$ cat config.mk
export PLATFORM = sky130hd
export DESIGN_NAME = rom_burst_reader
export DESIGN_NICKNAME = d
export VERILOG_FILES = /design/src/rtl/rom_burst_reader.sv
export SDC_FILE = /design/constraint.sdc
export NUM_CORES = 1
export LEC_CHECK = 0
export CAP_MARGIN = 10
export CORE_MARGIN = 2
export CORE_UTILIZATION = 50
export CTS_BUF_LIST = sky130_fd_sc_hd__clkbuf_8
export CTS_CLUSTER_DIAMETER = 200
export DETAILED_ROUTE_END_ITERATION = 10
export PLACE_DENSITY = 0.77
export SLEW_MARGIN = 10
export SYNTH_ARGS = -nofsm -noshare
export SYNTH_HDL_FRONTEND = slang
export SYNTH_SLANG_ARGS = --single-unit
$ cat constraint.sdc
create_clock -name clk -period 3.2 [get_ports clk]
set_input_delay 0.64 -clock clk [delete_from_list [all_inputs] [get_ports clk]]
set_output_delay 0.64 -clock clk [all_outputs]
set_load 0.02 [all_outputs]
$ cat src/rtl/rom_burst_reader.sv
// rom_burst_reader: sequences a burst of consecutive reads from a 1-cycle-latency
// synchronous ROM and returns the words as a valid/ready stream. A 2-entry buffer
// and a credit rule keep backpressure from ever losing or duplicating a word.
module rom_burst_reader #(
    parameter int DATA_WIDTH = 4,
    parameter int ADDR_WIDTH = 4
) (
    input  logic                  clk,
    input  logic                  rst_n,
    input  logic                  start,
    input  logic [ADDR_WIDTH-1:0] start_addr,
    input  logic [ADDR_WIDTH:0]   length,
    output logic                  busy,
    output logic                  done,
    output logic                  rom_en,
    output logic [ADDR_WIDTH-1:0] rom_addr,
    input  logic [DATA_WIDTH-1:0] rom_dout,
    output logic                  m_valid,
    output logic [DATA_WIDTH-1:0] m_data,
    output logic                  m_last,
    input  logic                  m_ready
);

    typedef enum logic [1:0] {
        S_IDLE,
        S_RUN,
        S_DRAIN,
        S_DONE
    } state_t;

    localparam logic [ADDR_WIDTH:0]   LEN_ZERO = '0;
    localparam logic [ADDR_WIDTH:0]   LEN_ONE  = {{ADDR_WIDTH{1'b0}}, 1'b1};
    localparam logic [ADDR_WIDTH-1:0] ADDR_ONE = {{(ADDR_WIDTH-1){1'b0}}, 1'b1};

    state_t                r_state;
    logic [ADDR_WIDTH-1:0] r_addr;
    logic [ADDR_WIDTH:0]   r_issueCnt;
    logic [ADDR_WIDTH:0]   r_beatCnt;
    logic                  r_pending;
    logic [1:0]            r_occ;
    logic [DATA_WIDTH-1:0] r_buf0;
    logic [DATA_WIDTH-1:0] r_buf1;

    logic                  w_pop;
    logic                  w_push;
    logic [2:0]            w_level;
    logic [2:0]            w_afterPop;
    logic                  w_issue;

    // A word leaves when the consumer takes the head; a word arrives the cycle after a read.
    assign w_pop      = m_valid & m_ready;
    assign w_push     = r_pending;

    // Words already owed to the buffer (stored plus in flight) minus the one leaving now
    // must stay below 2, otherwise the word returned next cycle would have nowhere to go.
    assign w_level    = {1'b0, r_occ} + {2'b00, r_pending};
    assign w_afterPop = w_level - {2'b00, w_pop};
    assign w_issue    = (r_state == S_RUN) && (r_issueCnt != LEN_ZERO) && (w_afterPop < 3'd2);

    assign rom_en     = w_issue;
    assign rom_addr   = r_addr;

    assign m_valid    = (r_occ != 2'd0);
    assign m_data     = r_buf0;
    assign m_last     = m_valid && (r_beatCnt == LEN_ONE);

    assign busy       = (r_state != S_IDLE);
    assign done       = (r_state == S_DONE);

    // Burst control: state, read address, issue and beat counters, in-flight flag.
    always_ff @(posedge clk) begin
        if (!rst_n) begin
            r_state    <= S_IDLE;
            r_addr     <= '0;
            r_issueCnt <= '0;
            r_beatCnt  <= '0;
            r_pending  <= 1'b0;
        end else begin
            r_pending <= w_issue;
            if (w_pop) begin
                r_beatCnt <= r_beatCnt - LEN_ONE;
            end
            case (r_state)
                S_IDLE: begin
                    if (start) begin
                        if (length != LEN_ZERO) begin
                            r_addr     <= start_addr;
                            r_issueCnt <= length;
                            r_beatCnt  <= length;
                            r_state    <= S_RUN;
                        end else begin
                            r_state    <= S_DONE;
                        end
                    end
                end
                S_RUN: begin
                    if (w_issue) begin
                        r_addr     <= r_addr + ADDR_ONE;
                        r_issueCnt <= r_issueCnt - LEN_ONE;
                        if (r_issueCnt == LEN_ONE) begin
                            r_state <= S_DRAIN;
                        end
                    end
                end
                S_DRAIN: begin
                    if (w_pop && m_last) begin
                        r_state <= S_DONE;
                    end
                end
                S_DONE: begin
                    r_state <= S_IDLE;
                end
                default: begin
                    r_state <= S_IDLE;
                end
            endcase
        end
    end

    // Two-entry FIFO: entry 0 is the stream head, entry 1 holds a word parked behind it.
    always_ff @(posedge clk) begin
        if (!rst_n) begin
            r_occ  <= 2'd0;
            r_buf0 <= '0;
            r_buf1 <= '0;
        end else begin
            case ({w_push, w_pop})
                2'b10: begin
                    if (r_occ == 2'd0) begin
                        r_buf0 <= rom_dout;
                    end else begin
                        r_buf1 <= rom_dout;
                    end
                    r_occ <= r_occ + 2'd1;
                end
                2'b01: begin
                    r_buf0 <= r_buf1;
                    r_occ  <= r_occ - 2'd1;
                end
                2'b11: begin
                    if (r_occ == 2'd1) begin
                        r_buf0 <= rom_dout;
                    end else begin
                        r_buf0 <= r_buf1;
                        r_buf1 <= rom_dout;
                    end
                end
                default: begin
                    r_occ <= r_occ;
                end
            endcase
        end
    end

endmodule

## Word-level counts from Yosys, hierarchy flattened

Cells that the tools add are included.

- Add/sub/neg operators: 7
- Magnitude comparators: 1
- Eq/ne operators: 17
- Muxes and demuxes: 25
- Bitwise gates (word level): 1
- Reduce and logical (&&, ||, !) cells: 18

Operators by type and width:

| cell | count |
|---|---|
| $mux 5 | 7 |
| $mux 4 | 7 |
| $pmux 4 s2 | 2 |
| $ne 2x2->1 const B | 7 |
| $pmux 4 s3 | 1 |
| $eq 5x1->1 const B | 2 |
| $mux 2 | 5 |
| $pmux 5 s2 | 1 |
| $reduce_bool 2->1 | 5 |
| $reduce_bool 5->1 | 2 |
| $sub 5x1->5 const B | 2 |
| $eq 2x2->1 const B | 4 |
| $pmux 2 s4 | 1 |
| $reduce_and 4->1 | 2 |
| $eq 2x1->1 const B | 3 |
| $add 4x1->4 const B | 1 |
| $logic_and 1x1->1 | 4 |
| $logic_not 2->1 | 2 |
| $pmux 2 s2 | 1 |
| $add 2x1->3 | 1 |
| $lt 3x2->1 const B | 1 |
| $reduce_and 3->1 | 1 |
| $reduce_bool 3->1 | 1 |
| $sub 3x1->3 | 1 |
| 5 further kinds | 5 |

- Register bits: 27
- Output and inout port bits: 13
- Logic and storage cells: 77

## Logic depth before layout (Yosys ltp)

Gate-level depths: netlist of the first run.

- Depth in word-level cells: 7
- Mapped depth: 13
- Mapped depth without buffers: 11

## Worst setup path after synthesis of the first run

No wires, ideal clock.

- Path type: register to output
- Start: register r_occ[1]
- End: output rom_en
- Data arrival time: 2239 ps
- Data required time: 2560 ps
- Slack: 321 ps
- Stages on the path, launching flop included: 11
- Path through: dfxtp_1 inv_1 ha_1 nand2b_1 clkinv_1 nor2_1 o21ai_0 fa_1 xnor2_2 nand3_4 inv_1

- Word-level cells in the longest chain between the ends: 5

Ends and longest elaborated chain:

| element | line | RTL |
|---|---|---|
| start, declared | 40 | `logic [1:0] r_occ;` |
| start signal, assigned | 134 | `r_occ <= r_occ + 2'd1;` |
| start signal, assigned | 138 | `r_occ <= r_occ - 2'd1;` |
| start signal, assigned | 149 | `r_occ <= r_occ;` |
| branches (longest 2 deep; another with $add 2x1->3) | - |  |
| $sub 3x1->3 * | 57 | `assign w_afterPop = w_level - {2'b00, w_pop};` |
| $lt 3x2->1 * | 58 | `assign w_issue = (r_state == S_RUN) && (r_issueCnt != LEN_ZERO) && (w_afterPop < 3'd2);` |
| $logic_and 1x1->1 * | 58 |  |
| end, declared | 15 | `output logic rom_en,` |

Every way passes the cells marked *.

## Final worst setup path of the first run

- Start: input m_ready
- End: output rom_en

- Word-level cells in the longest chain between the ends: 4

Ends and longest elaborated chain:

| element | line | RTL |
|---|---|---|
| start, declared | 21 | `input logic m_ready` |
| $and 1x1->1 | 51 | `assign w_pop = m_valid & m_ready;` |
| $sub 3x1->3 | 57 |  |
| $lt 3x2->1 | 58 |  |
| $logic_and 1x1->1 | 58 |  |

Every way passes these cells.

==> results.md, run 1 <==
Global routing:
- The number of antenna violations at the first check in global routing came to 0.
- For this run, the total global-route usage over all layers was measured as 0.218.
- The number of global-route vias before repair is 1552.
- Global routing finished with a remaining overflow of 0.
- The largest net degree at the start of global routing is 22.
- The global-route wire length before repair is 6970 um.

Floorplanning:
- After floorplanning, the core was sized to cover 3360 um^2.
- The die outline height is 63.3 um.
- The initial core utilization is 0.522.
- The die boundary width is 63.3 um.
- 30 I/O pins were placed.
- The die covers 4000 um^2.
- Row generation in the floorplan step produced 21 rows.

Worst hold path:
- The type of the most critical hold path is reg2reg.

Clock network:
- The clock-pin slew on the worst setup and hold paths is 0.09 ns.
- The insertion delay to the later sink of the worst-skew pair is 0.28 ns.
- The number of buffers created by CTS is 3.
- TritonCTS built the clock tree.
- The clock root buffer master is sky130_fd_sc_hd__clkbuf_8.
- The clock net in this run drives a total of 27 sinks.
- In this run the number of H-tree levels came out at 1.
- The clock passes through at most 2 buffers.

Finish:
- From synthesis to final layout, the design area changed by 26.1%.
- The number of inserted diodes is 0.
- The share of post-route cells with drive strength above 1 is 0.124.
- The area of all placed cells without fillers is 2210 um^2.
- For this run, the post-layout net count is 275.

Synthesis:
- The average cell area after synthesis is 8.65 um^2.
- The most used flip-flop cell after synthesis is sky130_fd_sc_hd__dfxtp_1.
- The summed instance area of the synthesized netlist is 1760 um^2.
- In this run, distinct cell masters in the synthesized netlist total 48.
- Of the synthesized area, sequential elements account for 0.308.
- For this run, the number of Yosys warnings is 0.
- The synthesized net count is 236.
- The fraction of registers with async set/reset is 0.
- In this run, synthesis produced a sequential element count of 27.
- The gate count after technology mapping is 203.
- The number of flops mapped to enable cells by yosys is 0.

Worst setup path:
- STA puts the critical path data arrival time at 2.47 ns.
- The peak fanout along the critical path is 3.
- The worst setup path is of the in2out kind.
- The kind of start point of the critical path is a primary input.
- The highest-delay cell along the critical path is sky130_fd_sc_hd__fa_2.
- The critical path goes through clkdlybuf4s50_1, nand2b_1, nor2_1, o21ai_0, fa_2, and2_4, nand3_4, inv_1, buf_4.
- For the worst setup path, the data required time is 2.56 ns.
- Among cell families on the critical path, the largest total delay comes from buffers and inverters.
- The kind of end point of the critical path is a primary output.
- The total buffers and inverters traversed by the critical path is 3.
- For this run, the slowest stage of the critical path takes 0.55 ns.

Pwr:
- The switching fraction of total power is 0.436.
- Of the total power, combinational logic draws 0.646.
- The highest ir drop seen on vdd is 0.804 mV.
- The design draws 2.09 mW.
- The sequential group share of total power is 0.262.
- In this run the power density over the cells is 942 nW/um^2.
- The share of total power dissipated in the clock network is 0.093.
- In this run the static leakage power is 0.878 nW.
- Summed over all nets, the switching power comes to 0.910 mW.
- Internal power comes to 1.18 mW.

Timing:
- The post-route minimum period is 3.11 ns.
- In the post-route analysis, the smallest setup slack over all paths is 0.0852 ns.
- Measured against its own limit, the worst slew margin works out to 0.627.
- The final-report setup violation count is 0.
- The number of failing hold endpoints at the final stage is 0.
- The clock skew is 0.00213 ns.
- In the finished design, the share of the clock period the worst path needs comes to 0.973.
- The highest clock frequency the design can meet is 321 MHz.
- For the pin with the worst max-slew slack, the measured transition is 0.560 ns.
- The final-report max-slew violation count came to 0.

Detailed routing:
- The residual DRC count is 0.
- The post-detailed-route via-to-cell ratio is 5.52.
- Summing over every cut layer, the via total after detailed routing is 1585.
- The number of optimization iterations in the first detailed-route pass is 4.
- The total detailed-routing wirelength is 3980 um.
- After detailed routing, the average wire length per cell comes to 13.9 um.
- The detailed router's first-iteration violation count is 111.
- In this run the remaining antenna-violating nets after routing total 0.

Place:
- The final RePlAce weighted congestion is 0.828.
- The detailed placement HPWL is 2800 um.
- Timing analysis after detailed placement gives a worst setup slack of -0.323 ns.
- The number of port buffers is 29.
- After detailed placement, the total cell area comes to 2150 um^2.

Flow run:
- The tool flagged a number of max-cap violations equal to 0.

Outcome:
- The flow ran to the end, and the final reports show no timing, DRC or antenna violations.
## worst reg2reg max path, cell delays in order (launching register included)
cell and delay, ns:
sky130_fd_sc_hd__dfxtp_1 0.34, sky130_fd_sc_hd__inv_1 0.06, sky130_fd_sc_hd__ha_1 0.20, sky130_fd_sc_hd__nand2b_1 0.18, sky130_fd_sc_hd__nor2_1 0.15, sky130_fd_sc_hd__o21ai_0 0.14
sky130_fd_sc_hd__fa_2 0.38, sky130_fd_sc_hd__xnor2_2 0.22, sky130_fd_sc_hd__buf_4 0.14, sky130_fd_sc_hd__buf_4 0.13, sky130_fd_sc_hd__nand4_1 0.13, sky130_fd_sc_hd__a2111oi_0 0.49
sky130_fd_sc_hd__a211oi_1 0.10
## flip-flops by register name, indices dropped and copies added (netlist names)
signal,cells
r_beatCnt,5
rom_addr,4
r_state,2
r_occ,2
r_pending,1
r_issueCnt,5
r_buf1,4
m_data,4
## power by group through the flow
stage               clock network (mW)  logic, mW  registers (mW)
global route                     0.215       1.48           0.561
global placement                     0       1.28           0.550
detailed placement                   0       1.29           0.548
floorplan                            0      0.859           0.588
CTS                              0.205       1.30           0.545
finish                           0.194       1.35           0.546
## synthesized netlist by cell type, drive strengths merged (2+ instances only)
master / n / area, um^2
clkbuf: 5 / 18.8
nand4: 6 / 37.5
buf: 5 / 31.3
nand2: 15 / 56.3
and2: 2 / 12.5
xor2: 2 / 17.5
or4: 2 / 18.8
inv: 18 / 67.6
nor2: 16 / 60.1
dfxtp: 27 / 541
nor4: 2 / 12.5
nor3b: 2 / 15.0
o211ai: 2 / 15.0
xnor2: 3 / 33.8
a21oi: 7 / 35.0
clkinv: 2 / 7.51
nor3: 2 / 10.0
a32o: 2 / 20.0
nand2b: 2 / 12.5
mux2i: 10 / 100
ha: 15 / 188
nor2b: 5 / 31.3
nand3b: 3 / 22.5
o32ai: 5 / 43.8
a211oi: 2 / 15.0
o21ai: 10 / 53.8
a31oi: 3 / 18.8
a221oi: 4 / 35.0
a22oi: 7 / 52.6
o22ai: 3 / 18.8
## worst paths after layout
check	from	slack [ns]	to	depth (start not counted)
hold / removal	rom_addr[3]	0.49	rom_addr[3]	2
setup / recovery	m_ready	0.09	rom_en	9
hold reg to reg	rom_addr[3]	0.49	rom_addr[3]	2
setup reg to reg	r_occ[0]	0.40	r_state[0]	12
## area by class of cell
class / count / area (um^2)
fill: 321 / 1150
multi-input combinational: 146 / 1100
sequential: 27 / 541
timing repair buffer: 44 / 400
inverter: 20 / 75.1
tap: 46 / 57.6
clock buffer: 3 / 41.3
clock inverter: 1 / 3.75
## placed cells by master (no fill, tap or decap), types with 4 or more instances in the layout
| master | instances |
|---|---|
| sky130_fd_sc_hd__a21oi_1 | 7 |
| sky130_fd_sc_hd__a221oi_1 | 4 |
| sky130_fd_sc_hd__a22oi_1 | 7 |
| sky130_fd_sc_hd__buf_4 | 16 |
| sky130_fd_sc_hd__clkdlybuf4s50_1 | 28 |
| sky130_fd_sc_hd__dfxtp_1 | 27 |
| sky130_fd_sc_hd__ha_1 | 15 |
| sky130_fd_sc_hd__inv_1 | 19 |
| sky130_fd_sc_hd__mux2i_1 | 10 |
| sky130_fd_sc_hd__nand2_1 | 15 |
| sky130_fd_sc_hd__nand4_1 | 6 |
| sky130_fd_sc_hd__nor2_1 | 16 |
| sky130_fd_sc_hd__nor2b_1 | 5 |
| sky130_fd_sc_hd__o21ai_0 | 9 |
| sky130_fd_sc_hd__o32ai_1 | 5 |
## per-stage QoR
stage	setup TNS (ns)	utilization	hold WS, ns	cells
floorplan	0	-	0.457	203
global placement	-0.296	0.640	0.477	281
detailed placement	-0.323	0.640	0.482	281
CTS	0	0.654	0.501	285
global route	-0.0160	0.658	0.519	287
finish	0	0.658	0.495	287
## metal layers
metal,share of wire,up-vias,track usage
li1,-,812,-
met1,0.46,726,0.267
met2,0.47,41,0.368
met3,0.055,6,0.0464
met4,0.018,0,0.0924
met5,0,-,0
## logic make-up after synthesis
kind of cell	after synthesis	share of synthesized area
and+or+nand+nor	64	0.204
AOI/OAI and AO/OA	50	0.207
buffers and inverters	30	0.0712
DFF	27	0.308
adders and majority gates	16	0.118
muxes	11	0.0634
xor gates and xnor gates	5	0.0292
## what timing repair did
action / CTS / global route
pin swaps: 0 / 1
setup endpoints to repair: 1 / 1
setup buffers: 0 / 2
hold buffers: 0 / 0
gates resized for setup: 3 / 4
(Power assumes the default switching activity.)
==> run 2, diff against run 1 <==
SLEW_MARGIN = not set   (was 10)
==> results of run 2 <==
No change in the layout: final DEF, timing and power equal those of run 1.
